--- src/rtl/xspi_flash_responder.sv ---
// xspi_flash_responder
//   Memory-side model of an octal SDR flash. It decodes the command byte,
//   ADDR_BYTES address bytes (MSB first) and an optional dummy phase from the
//   controller's dq bus. Reads are served from an internal byte array with a
//   toggling read strobe, and write data is stored into the same array.
//
// Ports
//   mem_clk       clock, all logic on the rising edge
//   reset         synchronous active-high reset
//   sclk_en       bus-cycle qualifier; the protocol advances only when high
//   cs_n          chip select, active low; high aborts any transfer
//   dq_in[7:0]    byte from the controller
//   dq_oe_in      controller output enable, used only for conflict detection
//   dummy_cycles  dummy bus cycles between address and read data
//   dq_out[7:0]   read data to the controller
//   dq_oe         responder is driving dq_out/dqs
//   dqs           read strobe, toggles once per read byte
//   illegal_cmd   one-cycle pulse when an unknown opcode is decoded
//   bus_conflict  sticky flag: both sides drove on the same edge
//   busy          high whenever the FSM is not idle
//
// state    | meaning
// IDLE     | cs_n high, waiting for a transfer
// CMD      | selected, waiting for the command bus cycle
// ADDR     | shifting in address bytes
// DUMMY    | counting dummy cycles, preamble on the last one
// RD_DATA  | streaming bytes out of the array
// WR_DATA  | storing bytes into the array
// IGNORE   | unknown opcode, swallow bus cycles until cs_n rises
module xspi_flash_responder #(
  parameter int         MEM_ADDR_WIDTH = 8,
  parameter int         ADDR_BYTES     = 4,
  parameter logic [7:0] RD_CMD         = 8'h0B,
  parameter logic [7:0] WR_CMD         = 8'h02
) (
  input  logic       mem_clk,
  input  logic       reset,
  input  logic       sclk_en,
  input  logic       cs_n,
  input  logic [7:0] dq_in,
  input  logic       dq_oe_in,
  input  logic [4:0] dummy_cycles,
  output logic [7:0] dq_out,
  output logic       dq_oe,
  output logic       dqs,
  output logic       illegal_cmd,
  output logic       bus_conflict,
  output logic       busy
);

  localparam int DEPTH = 1 << MEM_ADDR_WIDTH;

  typedef enum logic [2:0] {
    ST_IDLE,
    ST_CMD,
    ST_ADDR,
    ST_DUMMY,
    ST_RD_DATA,
    ST_WR_DATA,
    ST_IGNORE
  } state_t;

  state_t                    state;
  logic [7:0]                mem [DEPTH];
  logic [MEM_ADDR_WIDTH-1:0] addr;
  logic [1:0]                byte_cnt;
  logic [4:0]                dummy_cnt;
  logic                      is_read;
  logic                      wr_en;

  // A bus cycle needs cs_n low, so a cs_n rise can never commit a write.
  assign wr_en = !reset && sclk_en && !cs_n && (state == ST_WR_DATA);

  // Array contents survive reset, so the storage lives in its own block.
  always_ff @(posedge mem_clk) begin
    if (wr_en) begin
      mem[addr] <= dq_in;
    end
  end

  always_ff @(posedge mem_clk) begin
    if (reset) begin
      state        <= ST_IDLE;
      addr         <= '0;
      byte_cnt     <= '0;
      dummy_cnt    <= '0;
      is_read      <= 1'b0;
      dq_out       <= '0;
      dq_oe        <= 1'b0;
      dqs          <= 1'b0;
      illegal_cmd  <= 1'b0;
      bus_conflict <= 1'b0;
      busy         <= 1'b0;
    end else begin
      illegal_cmd <= 1'b0;
      if (dq_oe_in && dq_oe) begin
        bus_conflict <= 1'b1;
      end

      if (cs_n) begin
        state <= ST_IDLE;
        busy  <= 1'b0;
        dq_oe <= 1'b0;
        dqs   <= 1'b0;
      end else begin
        busy <= 1'b1;
        case (state)
          // The edge that selects the device is already the command cycle
          // when sclk_en is high.
          ST_IDLE, ST_CMD: begin
            if (sclk_en) begin
              addr     <= '0;
              byte_cnt <= 2'(ADDR_BYTES - 1);
              if (dq_in == RD_CMD) begin
                is_read <= 1'b1;
                state   <= ST_ADDR;
              end else if (dq_in == WR_CMD) begin
                is_read <= 1'b0;
                state   <= ST_ADDR;
              end else begin
                illegal_cmd <= 1'b1;
                state       <= ST_IGNORE;
              end
            end else begin
              state <= ST_CMD;
            end
          end

          ST_ADDR: begin
            if (sclk_en) begin
              addr <= MEM_ADDR_WIDTH'({addr, dq_in});
              if (byte_cnt == 2'd0) begin
                if (!is_read) begin
                  state <= ST_WR_DATA;
                end else if (dummy_cycles == 5'd0) begin
                  state <= ST_RD_DATA;
                end else begin
                  dummy_cnt <= dummy_cycles;
                  state     <= ST_DUMMY;
                end
              end else begin
                byte_cnt <= byte_cnt - 2'd1;
              end
            end
          end

          // Output enable comes up on the final dummy cycle as a preamble
          // with dqs still low.
          ST_DUMMY: begin
            if (sclk_en) begin
              if (dummy_cnt == 5'd1) begin
                dq_oe <= 1'b1;
                state <= ST_RD_DATA;
              end else begin
                dummy_cnt <= dummy_cnt - 5'd1;
              end
            end
          end

          ST_RD_DATA: begin
            if (sclk_en) begin
              dq_out <= mem[addr];
              dqs    <= ~dqs;
              dq_oe  <= 1'b1;
              addr   <= addr + MEM_ADDR_WIDTH'(1);
            end
          end

          ST_WR_DATA: begin
            if (sclk_en) begin
              addr <= addr + MEM_ADDR_WIDTH'(1);
            end
          end

          ST_IGNORE: begin
            state <= ST_IGNORE;
          end

          default: begin
            state <= ST_IDLE;
          end
        endcase
      end
    end
  end

endmodule

--- config.mk ---
export PLATFORM = sky130hd
export DESIGN_NAME = xspi_flash_responder
export DESIGN_NICKNAME = d
export VERILOG_FILES = /design/src/rtl/xspi_flash_responder.sv
export SDC_FILE = /design/constraint.sdc
export NUM_CORES = 2
export LEC_CHECK = 0
export ABC_AREA = 1
export CAP_MARGIN = 10
export CORE_UTILIZATION = 50
export CTS_CLUSTER_DIAMETER = 40
export DETAILED_ROUTE_END_ITERATION = 8
export PLACE_DENSITY = 0.65
export SYNTH_ARGS = -nofsm -noshare
export SYNTH_HDL_FRONTEND = slang
export SYNTH_SLANG_ARGS = --single-unit
export TNS_END_PERCENT = 1
--- constraint.sdc ---
create_clock -name mem_clk -period 3.5 [get_ports mem_clk]
set_clock_uncertainty 0.2 [all_clocks]
set_input_delay 0.525 -clock mem_clk [delete_from_list [all_inputs] [get_ports mem_clk]]
set_output_delay 0.525 -clock mem_clk [all_outputs]
set_load 0.03 [all_outputs]
; ---- Word level (Yosys, flattened, before mapping)
; Memories as Yosys holds them, arrays and structs flattened. A register that Yosys moved wholly into a read port is not among the register bits.
; Cells that the tools add are included.
; Widths: inputs -> output; s select.
[totals]
register_bits = 24
n_memories = 1
mem_bits_rw = 2048
wordCells = 100
output_inout_bits = 13
[memory_table]
columns = name, words, word_bits, rd, rd_clocked_by_memory_dff, write_ports, line_no
row1 = mem, 256, 8, 1, 1, 1, 64  ; logic [7:0] mem [DEPTH];
[classes]
reduce_logical = 26
muxes = 35
n_bitwise = 5
eq_ne = 20
add_sub_neg = 3
[op_table]
columns = op, n
row1 = $mux 5, 6
row2 = $mux 3, 9
row3 = $mux 8, 3
row4 = $pmux 8 s3, 1
row5 = $ne 2x2->1 const B, 10
row6 = $pmux 3 s5, 1
row7 = $reduce_and 5->1, 3
row8 = $pmux 5 s2, 1
row9 = $eq 3x3->1 const B, 3
row10 = $mux 1, 9
row11 = $add 8x1->8 const B, 1
row12 = $eq 8x2->1 const B, 1
row13 = $eq 8x4->1 const B, 1
row14 = $reduce_and 4->1, 2
row15 = $reduce_and 8->1, 1
row16 = $reduce_bool 2->1, 4
row17 = $eq 3x2->1 const B, 2
row18 = $mux 2, 3
row19 = $reduce_or 2->1, 3
row20 = $eq 5x1->1 const B, 1
row21 = $logic_not 5->1, 1
row22 = $not 1->1, 5
row23 = $reduce_or 5->1, 1
row24 = $sub 5x1->5 const B, 1
row25 = 12 further kinds, 16

; ---- Depth between registers and ports, before layout
[depth]
ltp_word = 6
ltp_mapped = 19
ltp_nobuf = 15

; ---- Worst setup path after synthesis
; No wires, ideal clock.
[synth_timing]
path_kind = register to register
startpoint = reg addr[0]
endpoint = mem mem[64][0], enable pin
setup_ps = 370
path_stages_with_launch = 12
n_path_buf = 7
required_time_ps = 2930
path_slack_ps = 845
arrival_time_ps = 2084
cell_sequence = dfxtp_1 buf_6 inv_4 buf_6 buf_6 buf_6 buf_6 buf_6 ha_1 nand2_1 clkbuf_1 nor2_1
[synth_rtl]
columns = element, line_no
row1 = start: declaration, 65  ; logic [MEM_ADDR_WIDTH-1:0] addr;
row2 = start signal: assignment, 131  ; addr <= MEM_ADDR_WIDTH'({addr, dq_in});
row3 = start signal: assignment, 165  ; addr <= addr + MEM_ADDR_WIDTH'(1);
row4 = start signal: assignment, 171  ; addr <= addr + MEM_ADDR_WIDTH'(1);
row5 = end: declaration, 64
; Straight into the memory's write port.

==> results.md <==
* Core Area at approximately 170000 um2
* Outcome: finished clean
* Placement-stage cell area at about 94000 um2
* Synth-to-layout area growth at 16.9%
* Setup repair after global routing missed its margin: no
* Total number of vias at 61700
* Crit path capture: dq_out[1]$_SDFFE_PP0P_
* Period utilization at about nine tenths
* Sort of element at the end of the critical path: flip-flop
* Leakage at 41.2 nW
* Crit Path Category: reg2reg
* Die outline area at 178000 um2
* Synthesis Warnings at 0
* Transition time at the pin with the least slew margin at ~880 ps
* Number of buffers created by CTS at 282
* Avg Inst Size Synth at approximately 10 um2
* First-pass DRT Iterations at 7
* Cells after DPL at between 10000 and 15000
* Required time worst endpoint at 4100 ps
* IR drop worst, VDD at 503 uV
* Number of antenna violations at the first check in global routing at 3
* Average detailed-routed wire length per instance at 21.3 um
* Source of the critical timing path: addr[0]$_SDFFE_PP0P_
* Total overflow reported by the global router at 0
* Cells taking the most area after synthesis: sky130_fd_sc_hd__edfxtp_1, sky130_fd_sc_hd__nand2_1, sky130_fd_sc_hd__nor2_1
* Number of enable flip-flop cells after synthesis at slightly above 2000
* Setup slack on the worst flop-to-flop path at 380 ps
* Unique cell type count in the Yosys netlist at 34
* RD Place Congestion at 0.944
* Fin Hold WS at approximately 78 ps
* Sum of negative setup slack at 0 ps
* Worst-case reg-to-reg path depth at 16
* Yosys reg bits at 2080
* CTS tree: yes
* CTS Root Buffer Type: sky130_fd_sc_hd__clkbuf_16
* Power Dens Cells at ~570 nW/um2
* Number of hold violations in the final report at 0
* Number of violations reported at the end of detailed-routing iteration 0 at about 6600
* Minimum period implied by the final worst setup slack at around 3100 ps
* Count of nets after finishing at between 8000 and 9000
* HPWL after DPL at between 100 and 150 mm
* Cell area after synthesis at about 90000 um2
* Post-DR vias/cell at around 5.4
* Most frequent cell after synthesis: sky130_fd_sc_hd__nand2_1
* Final Non-Filler Cells at approximately 11000
* Overall global routing resource usage at about 27%
* Tightest Hold Check Type: in2reg
* Hold bufs inserted after CTS at 8
* Final slew viol count at 0
* DRC Markers at 0
* Clock sink count at roughly 2100
* Initial Util at around half
* Largest net degree at the start of global routing at ~170
* Cell accounting for the most synthesized area: sky130_fd_sc_hd__edfxtp_1
* Startpoint of the worst-slack reg-to-reg timing path: addr[0]$_SDFFE_PP0P_
* End of the worst register-to-register path: dq_out[1]$_SDFFE_PP0P_
* Relative slew margins at roughly two fifths
* Clk_lat worst skew at approximately 910 ps
* CTS-repair resized insts at 0
* Core Rows at 153
* Type of element launching the critical path: flip-flop
* Antenna-violating nets left at 0
* Overall routed net length at approximately 240 mm
* Wire length of the first global-routing pass at 363 mm
* H-tree levels at 5
* Reported max-cap violation count at 0
* Maximum fanout along the worst path at 49
* Height of the chip at between 400 and 500 um
* Area fraction of the dominant cell type after synthesis at between 60% and 70%
* Number of buffers inserted by post-CTS setup repair at 0
* Predominant post-synthesis flop cell: sky130_fd_sc_hd__edfxtp_1
* Worst-case clock buffer depth at 4
* Critical path data arrival time at roughly 3700 ps
* Ports at 31
* Vias in the first global route at ~60000
* Ranking of synthesized cells by instance count: sky130_fd_sc_hd__nand2_1, sky130_fd_sc_hd__edfxtp_1, sky130_fd_sc_hd__nor2_1
* CTS clk-pin slew, worst paths at approximately 60 ps
* Instance count of the mapped netlist at roughly 8500
* Max frequency at approximately 0.32 GHz
* Antenna fix cells at 0
* Proportion of synthesized flip-flops having asynchronous set or reset at 0%
* Post-route design area at 103000 um2
* Final Setup Violations at 0
* Share of layout cells above drive strength 1 at roughly a tenth
* Portion of the post-synthesis area used by sequential elements at 70.4%
* Post-Syn Nets at between 8000 and 9000
* DIE WIDTH at 422 um
* Count of buffers inserted at the top-level ports at 30
## final cells by class
class,count,area (um2)
multi-input combinational,5340,21500
clock buffer,312,7340
sequential,2080,62100
fill,14200,71400
clock inverter,167,1650
tap,2325,2910
inverter,649,2460
timing repair buffer,539,5170
## cells in the final DEF, fill, tap and decap left out, drive strengths merged, types with 5 or more instances in the layout
| cell | count |
|---|---|
| a211oi | 6 |
| a21oi | 16 |
| a221oi | 9 |
| a31oi | 5 |
| buf | 509 |
| bufinv | 20 |
| clkbuf | 312 |
| clkdlybuf4s50 | 22 |
| clkinv | 82 |
| clkinvlp | 27 |
| dfxtp | 32 |
| dlygate4sd3 | 8 |
| edfxtp | 2048 |
| ha | 7 |
| inv | 687 |
| nand2 | 2805 |
| nand3 | 309 |
| nor2 | 1533 |
| nor3 | 9 |
| o21ai | 625 |
| o22ai | 6 |
## critical path, stage by stage (launching register included)
cell	delay (ps)
sky130_fd_sc_hd__dfxtp_4	430
sky130_fd_sc_hd__inv_16	300
sky130_fd_sc_hd__buf_12	260
sky130_fd_sc_hd__buf_4	350
sky130_fd_sc_hd__nand2_1	80
sky130_fd_sc_hd__nand3_1	80
sky130_fd_sc_hd__nand2_1	80
sky130_fd_sc_hd__nand2_1	70
sky130_fd_sc_hd__nand2_1	60
sky130_fd_sc_hd__nor2_1	90
sky130_fd_sc_hd__nor2_1	40
sky130_fd_sc_hd__nor2_1	430
sky130_fd_sc_hd__nand2_1	100
sky130_fd_sc_hd__nand2_1	80
sky130_fd_sc_hd__nand3_1	160
sky130_fd_sc_hd__nor2_1	130
sky130_fd_sc_hd__nor2_1	50
## worst min path at each step
stage | from | endpoint | slack, ps | depth (start not counted)
finish | dq_oe_in | bus_conflict$_SDFFE_PP0P_ | 80 | 3
global route | dq_oe_in | bus_conflict$_SDFFE_PP0P_ | 60 | 3
CTS | dq_oe_in | bus_conflict$_SDFFE_PP0P_ | 30 | 3
detailed placement | byte_cnt[0]$_SDFFE_PP0P_ | byte_cnt[0]$_SDFFE_PP0P_ | 260 | 1
global placement | byte_cnt[0]$_SDFFE_PP0P_ | byte_cnt[0]$_SDFFE_PP0P_ | 250 | 1
floorplan | byte_cnt[0]$_SDFFE_PP0P_ | byte_cnt[0]$_SDFFE_PP0P_ | 230 | 1
## routing by layer
layer	vias to the layer above	global-route usage, %	wire length [um]
met2	2811	43.3	114000
li1	28700	-	-
met3	480	5.00	23000
met1	29700	37.3	98700
met5	-	0	20
met4	2	9.09	8120
## kinds of logic (layout without fill, tap and decap cells)
logic type	count (synthesis)	after routing	synth area share, %
flops	2080	2080	70.4
xor+xnor	1	1	0.00992
fa+ha+maj	7	7	0.0992
compound gates	669	669	3.87
buf+inv	1101	1667	5.29
simple gates	4663	4663	20.3
## registers in the layout (all words and copies together) (netlist names)
signal and cells:
mem 2048, addr 8, dq_out 8, dummy_cnt 5
state 3, byte_cnt 2, bus_conflict 1, busy 1
dq_oe 1, dqs 1, illegal_cmd 1, is_read 1
## power breakdown
part | switching [W] | internal (W) | leakage [nW]
Combinational | 0.00304 | 0.00106 | 18.2
Clock | 0.0107 | 0.0167 | 4.35
Sequential | 0.0000304 | 0.0274 | 18.7
## per-stage QoR
| stage | util, % | setup slack [ps] | power [W] |
|---|---|---|---|
| 6_report | 59.1 | 376 | 0.0589 |
| 5_1_grt | 59.1 | 168 | 0.0605 |
| 3_3_place_gp | 53.9 | 35.4 | 0.0319 |
| 3_5_place_dp | 53.9 | 27.6 | 0.0319 |
| 2_1_floorplan | - | 845 | 0.0301 |
| 4_1_cts | 59.1 | 486 | 0.0592 |
(Power assumes the default switching activity.)
